<file path="config.mk">
export PLATFORM = sky130hd
export DESIGN_NAME = pcileech_led_ctl
export DESIGN_NICKNAME = d
export VERILOG_FILES = /design/src/rtl/pcileech_led_ctl.sv
export SDC_FILE = /design/constraint.sdc
export NUM_CORES = 1
export LEC_CHECK = 0
export ABC_AREA = 1
export BUFFER_PORTS_ARGS = -buffer_cell sky130_fd_sc_hd__clkbuf_2
export CORE_AREA = 2 2 101 103
export CTS_CLUSTER_SIZE = 12
export DETAILED_ROUTE_END_ITERATION = 7
export DIE_AREA = 0 0 103 105
export GPL_TIMING_DRIVEN = 0
export SLEW_MARGIN = 20
export SYNTH_ARGS = -nofsm -noshare
export SYNTH_HDL_FRONTEND = slang
export SYNTH_SLANG_ARGS = --single-unit
</file>
<file path="constraint.sdc">
create_clock -name clk -period 1.4 [get_ports clk]
set_input_delay 0 -clock clk [delete_from_list [all_inputs] [get_ports clk]]
set_output_delay 0 -clock clk [all_outputs]
set_load 0.03 [all_outputs]
</file>
<file path="src/rtl/pcileech_led_ctl.sv">
// pcileech_led_ctl: N-channel status LED controller with a shared ms timebase
// and per-channel mode select (off/on/level/activity/blink/act-blink/heartbeat).
module pcileech_led_ctl #(
   parameter int          NUM_LEDS      = 6,
   parameter int          CLK_HZ        = 100000000,
   parameter int          STRETCH_MS    = 50,
   parameter int          BLINK_HALF_MS = 250,
   parameter int          HB_ON_MS      = 40,
   parameter logic [31:0] INVERT        = 32'h0
)(
   input  logic                  clk,
   input  logic                  rst,
   input  logic [3*NUM_LEDS-1:0] cfg_mode,
   input  logic [NUM_LEDS-1:0]   evt,
   input  logic [NUM_LEDS-1:0]   lvl,
   output logic [NUM_LEDS-1:0]   led,
   output logic                  tick_ms
);
   localparam int TPM = CLK_HZ / 1000;
   localparam int PW  = $clog2(TPM);
   localparam int PHN = 2 * BLINK_HALF_MS;
   localparam int PHW = $clog2(PHN);
   localparam int SW  = $clog2(STRETCH_MS + 1);
   logic [PW-1:0]       r_pre;
   logic [PHW-1:0]      r_ph;
   logic [SW-1:0]       r_scnt [NUM_LEDS];
   logic [NUM_LEDS-1:0] w_act;
   logic [NUM_LEDS-1:0] w_raw;
   logic                w_blink;
   logic                w_hb;
   assign w_blink = r_ph < PHW'(BLINK_HALF_MS);
   assign w_hb    = r_ph < PHW'(HB_ON_MS);
   always_ff @(posedge clk) begin
      if (rst) begin
         r_pre   <= '0;
         r_ph    <= '0;
         tick_ms <= 1'b0;
      end else begin
         r_pre   <= (r_pre == PW'(TPM - 1)) ? '0 : r_pre + 1'b1;
         tick_ms <= r_pre == PW'(TPM - 1);
         if (tick_ms)
            r_ph <= (r_ph == PHW'(PHN - 1)) ? '0 : r_ph + 1'b1;
      end
   end
   // A fresh event reloads the full window even on a tick cycle; otherwise count down to zero.
   always_ff @(posedge clk) begin
      if (rst)
         r_scnt <= '{default: '0};
      else
         for (int i = 0; i < NUM_LEDS; i++)
            if (evt[i])
               r_scnt[i] <= SW'(STRETCH_MS);
            else if (tick_ms && r_scnt[i] != '0)
               r_scnt[i] <= r_scnt[i] - 1'b1;
   end
   always_comb begin
      w_act = '0;
      w_raw = '0;
      for (int i = 0; i < NUM_LEDS; i++) begin
         w_act[i] = evt[i] | (r_scnt[i] != '0);
         case (cfg_mode[3*i +: 3])
            3'd1:    w_raw[i] = 1'b1;
            3'd2:    w_raw[i] = lvl[i];
            3'd3:    w_raw[i] = w_act[i];
            3'd4:    w_raw[i] = w_blink;
            3'd5:    w_raw[i] = w_act[i] ? w_blink : 1'b1;
            3'd6:    w_raw[i] = w_hb;
            default: w_raw[i] = 1'b0;
         endcase
      end
   end
   always_ff @(posedge clk)
      led <= rst ? INVERT[NUM_LEDS-1:0] : w_raw ^ INVERT[NUM_LEDS-1:0];
endmodule

</file>
== Yosys cells after proc, flatten, opt, wreduce, memory -nomap -nowiden ==
Index checks and enable logic that the tools add are counted.

* $add $sub $neg: 8
* Multipliers: 0
* Divide/modulo/power cells: 0
* Magnitude comparators: 2
* Equal/unequal tests: 38
* Shift-type cells: 0
* Mux-type cells: 25
* Bitwise operators: 6
* Reductions and logical operators: 25

{| class="wikitable"
|+ Operators with widths
! cell !! count
|-
| 6-bit two-way mux || 12
|-
| 3-bit == test, second input constant || 18
|-
| 3-bit by 2-bit == test with 1-bit output, second input constant || 12
|-
| 1-bit one-hot mux with 6 select lines || 6
|-
| 6-bit nonzero test || 6
|-
| 6-bit by 1-bit subtractor with 6-bit output, second input constant || 6
|-
| 3-bit by 1-bit == test with 1-bit output, second input constant || 6
|-
| 17-bit by 1-bit adder with 17-bit output, second input constant || 1
|-
| 17-bit == test, second input constant || 1
|-
| 2-bit OR reduction || 7
|-
| 2-bit nonzero test || 6
|-
| 9-bit by 1-bit adder with 9-bit output, second input constant || 1
|-
| 9-bit == test, second input constant || 1
|-
| 9-bit by 6-bit < comparator with 1-bit output, second input constant || 1
|-
| 9-bit by 8-bit < comparator with 1-bit output, second input constant || 1
|-
| 9-bit two-way mux || 1
|-
| 1-bit logical AND || 6
|-
| 1-bit two-way mux || 6
|-
| 1-bit bitwise OR || 6
|}

* Bits in registers: 69
* Latch bits: 0
* RAM bits: 0
* ROM bits: 0
* Input port bits: 32
* Output and inout bits: 7
* Logic and storage cells: 120
* Memories kept: 0

== Longest topological paths before layout ==
* Depth after elaboration: 4
* Gate-level depth with buffers: 12
* Gate-level depth less buffers: 12

== Least setup slack after synthesis ==
No wires, ideal clock.

* Path type: flip-flop to flip-flop
* From: reg tick_ms
* To: reg r_ph[5]
* Setup time: 0.126 ns
* Arrival: 1.255 ns
* Data required time: 1.274 ns
* Slack: 0.020 ns
* Stages on the path, launching flop included: 8
* Path buffers: 2
* Period minus slack after synthesis: 1.380 ns
* Path through: dfxtp_1 buf_4 buf_8 nand4_4 nor2_2 nand2_1 xor2_1 nor2_1

{| class="wikitable"
|+ RTL lines
! what !! RTL line !! RTL
|-
| start, declared || 17 || <nowiki>output logic tick_ms</nowiki>
|-
| start signal, assigned || 40 || <nowiki>tick_ms <= r_pre == PW'(TPM - 1);</nowiki>
|-
| end signal, assigned || 42 || <nowiki>r_ph <= (r_ph == PHW'(PHN - 1)) ? '0 : r_ph + 1'b1;</nowiki>
|-
| end, declared || 25 || <nowiki>logic [PHW-1:0] r_ph;</nowiki>
|}

== Worst setup path in the final report ==
* From: reg r_pre[0]
* To: reg r_pre[11]

* Word-level cells in the longest chain between the ends: 2
* Elaborated cells on any way between the ends: 3
* Those cells by class: add/sub (1); eq/ne (1); reduce/logical (1)

{| class="wikitable"
|+ Ends and longest elaborated chain
! what !! RTL line !! RTL
|-
| start, declared || 24 || <nowiki>logic [PW-1:0] r_pre;</nowiki>
|-
| start signal, assigned || 39 || <nowiki>r_pre <= (r_pre == PW'(TPM - 1)) ? '0 : r_pre + 1'b1;</nowiki>
|-
| parallel branches: the longest is 2 deep, another holds 17-bit by 1-bit adder with 17-bit output || n/a ||
|}

Several ways; the timed one is not identified.
A chain may end at the register's enable or synchronous reset.

==> flow_summary_export.csv <==
group,metric,value,unit
status,outcome,"finished, final reports clean",
hold_path,hp-class,"in2reg",
logic_synthesis,synth_top_area_cell,"dfxtp_1",
worst_setup_path,cp.required,1640,ps
floorplanning,die_h,105,um
sta,hold_viol_final,0,
logic_synthesis,synth_simple_gate_area_share,36.08,%
final_layout,fillers,992,
routing,ant_nets,0,
clock_tree,cts_sinks,69,
final_layout,fin_util,51.29,%
global_route,antenna_found_initial,0,
worst_setup_path,critPathCaptureType,"register",
logic_synthesis,avgSynthCellArea,6.892,um2
placement,gp_routability_congestion,0.8424,
routing,drc,0,
power,irDropWorstVdd,0.4514,mV
power,power_density,896.6,mW/mm2
global_route,grt_max_degree,14,
floorplanning,core-area,0.009639,mm2
logic_synthesis,netlist_instances,547,
worst_setup_path,crit_chain,"ha_4, nand3_4, inv_4, nand4_1, nand2_4, clkbuf_16, nor2_1",
clock_tree,htree_num_levels,3,
power,leakagePower,2.166,nW
worst_setup_path,slowest_stage,"dfxtp_4",
floorplanning,rows,36,
placement,dpl.hpwl,6017,um
clock_tree,cts_tree,"built",
clock_tree,cts.clk_slew.worst_paths,80,ps
global_route,grtUsageTotal,16.34,%
worst_setup_path,worstPathArrival,1600,ps
sta,finClkSkew,13.91,ps
logic_synthesis,synth.top_cells.by_area,"dfxtp_1 37%, nand2_1 11%, inv_1 8.1%",
routing,wirelength,8846,um
logic_synthesis,synth_fa_ha_area_share,3.651,%
final_layout,syn2layout_area_growth,31.13,%
logic_synthesis,synth_compound_area_share,9.293,%
global_route,grt.overflow.total,0,
sta,post-route-period-util,96.69,%
final_layout,drive_gt1_share,27.59,%
job,drv_cap,0,
logic_synthesis,syn_area,0.003770,mm2
final_layout,final_cell_mix,"100 x nand2_1, 68 x inv_1, 67 x nor2_1, 53 x dfxtp_1, 39 x nand3_1",
sta,slew_headroom,56.04,%
placement,port_buffers,38,
logic_synthesis,yosysWarnings,0,
floorplanning,num_io_pins,39,
logic_synthesis,synth_top_family_by_area,"simple AND/OR/NAND/NOR gates",
sta,setup_viol,0,
final_layout,num_antenna_cells,0,
final_layout,finalNonFillerCells,771,
worst_setup_path,start_kind,"register",
routing,drt_iter0_drc,158,
floorplanning,fp.dieW,103,um
sta,slew_violations,0,
clock_tree,insertion_delay,350,ps
worst_setup_path,path_class,"reg2reg",
worst_setup_path,critPathMaxFanout,6,
sta,max_freq,738.7,MHz
worst_setup_path,slowest_delay,370,ps
placement,dp_cells,718,
logic_synthesis,yosysTopAreaCellShare,36.64,%
logic_synthesis,syn-num-nets,590,
routing,via_per_inst,4.785,
global_route,grt_pass1_wl,14320,um
logic_synthesis,synth_seq_area_share,36.64,%
sta,hold_slack,12.89,ps
global_route,grt_pass1_vias,3302,
logic_synthesis,synth-xor-area-share,4.414,%
sta,min_period,1354,ps
floorplanning,start_util,39.11,%
logic_synthesis,synthMuxAreaShare,0,%
sta,worst_pin_slew,659.5,ps
clock_tree,clock-root-buffer,"clkbuf_8",
routing,vias,3689,
final_layout,nNetsFinal,676,
final_layout,layout_commonest_cell,"nand2_1",
routing,dr.pass1.iters,4,
logic_synthesis,yosysUniqueCellTypes,37,
floorplanning,dieArea,0.01082,mm2
clock_tree,cts_inserted_buffers,9,
logic_synthesis,synth_seq_cells,69,
routing,avgRoutedWirePerCell,11.47,um
worst_setup_path,cp_top_family,"simple AND/OR/NAND/NOR gates",
clock_tree,clockBufferDepth,2,
worst_setup_path,cp_num_buf_inv,2,
==> path summary, 6_finish.rpt <==
kind | from | to | slack [ps] | cells after the start
worst max register to register | r_pre[0] | r_pre[11] | 50 | 7
worst max-delay path | r_pre[0] | r_pre[11] | 50 | 7
worst min register to register | r_pre[0] | r_pre[0] | 440 | 1
worst min-delay path | evt[5] | r_scnt[5] | 10 | 3
==> routing by layer <==
metal  up-vias  wire (um)  track usage (%)  part of all wire, %
met1      1682       4140            21.33                   47
met5         -          0                0                    0
met3        22        297            2.809                  3.4
li1       1929          -                -                    -
met4         0        226            7.049                  2.6
met2        56       4182            26.16                   47
==> layout make-up <==
type / count / area (um2) / area share [%]
multi-input cells: 385 / 2200 / 44.50
flip-flops and latches: 69 / 1406 / 28.45
repair buffers: 75 / 549.3 / 11.11
inverters: 87 / 344.1 / 6.960
well taps: 133 / 166.4 / 3.366
clock buffers: 9 / 123.9 / 2.506
clock inverters: 7 / 98.84 / 1.999
plain buffers: 6 / 55.05 / 1.114
==> flip-flops by register name, summed over array words and instances, names as in the netlist <==
signal / count
r_scnt: 36
r_pre: 17
r_ph: 9
led: 6
tick_ms: 1
==> cell families (layout without fill, tap and decap cells) <==
kind of cell               after synthesis  after routing
DFF                                     69             69
xor gates and xnor gates                19             19
and+or+nand+nor                        288            288
adders and majority gates               11             11
AOI/OAI and AO/OA                       67             67
buffers and inverters                   93            184
==> power breakdown <==
group,switching [mW],internal (mW),total [mW]
Combinational,0.311,0.233,0.544
Sequential,0.0461,2.02,2.07
Clock,0.809,1.01,1.82
Total,1.17,3.27,4.43
==> synth_stat cells <==
library cell    n
nand2_1       111
inv_1          81
dfxtp_1        69
nor2_1         68
nand3_1        42
a21oi_1        40
o21ai_0        20
nand4_1        16
xor2_1         16
nor3_1         13
ha_1           11
nand2_2         9
nor2_2          8
inv_2           6
nor3b_1         5
or2_0           3
xnor2_1         3
a21oi_2         2
buf_2           2
nand3_2         2
nor3b_2         2
o21ai_1         2
or2_2           2
a31oi_1         1
and3_1          1
buf_4           1
buf_6           1
buf_8           1
clkbuf_1        1
nand3_4         1
nand3b_1        1
nand4_2         1
nand4_4         1
nor2_4          1
nor3_4          1
o211ai_1        1
o21ai_2         1
==> tightest hold or removal path: stages <==
cell      delay [ps]
clkbuf_2         140
a21oi_1           50
a21oi_1          130
==> what timing repair did <==
| action | CTS | global route |
|---|---|---|
| hold buffers | 14 | 0 |
| endpoints found under the setup margin | 23 | 59 |
| resized for setup | 7 | 81 |
| cloned | 0 | 1 |
| pin swaps | 6 | 23 |
| buffers inserted | 8 | 14 |
| endpoints found under the hold margin | 18 | 0 |
==> metrics by stage <==
stage	worst slack (ps)	TNS, ps	area (um2)	power [mW]
after floorplan	19.60	0	3770	2.402
after global placement	-84.50	-783.2	4126	2.531
after detailed placement	-101.9	-1083	4126	2.539
after CTS	2.191	0	4562	4.418
after global routing	-45.43	-287.7	4943	4.644
final	46.35	0	4943	4.432
(Power assumes the default switching activity.)
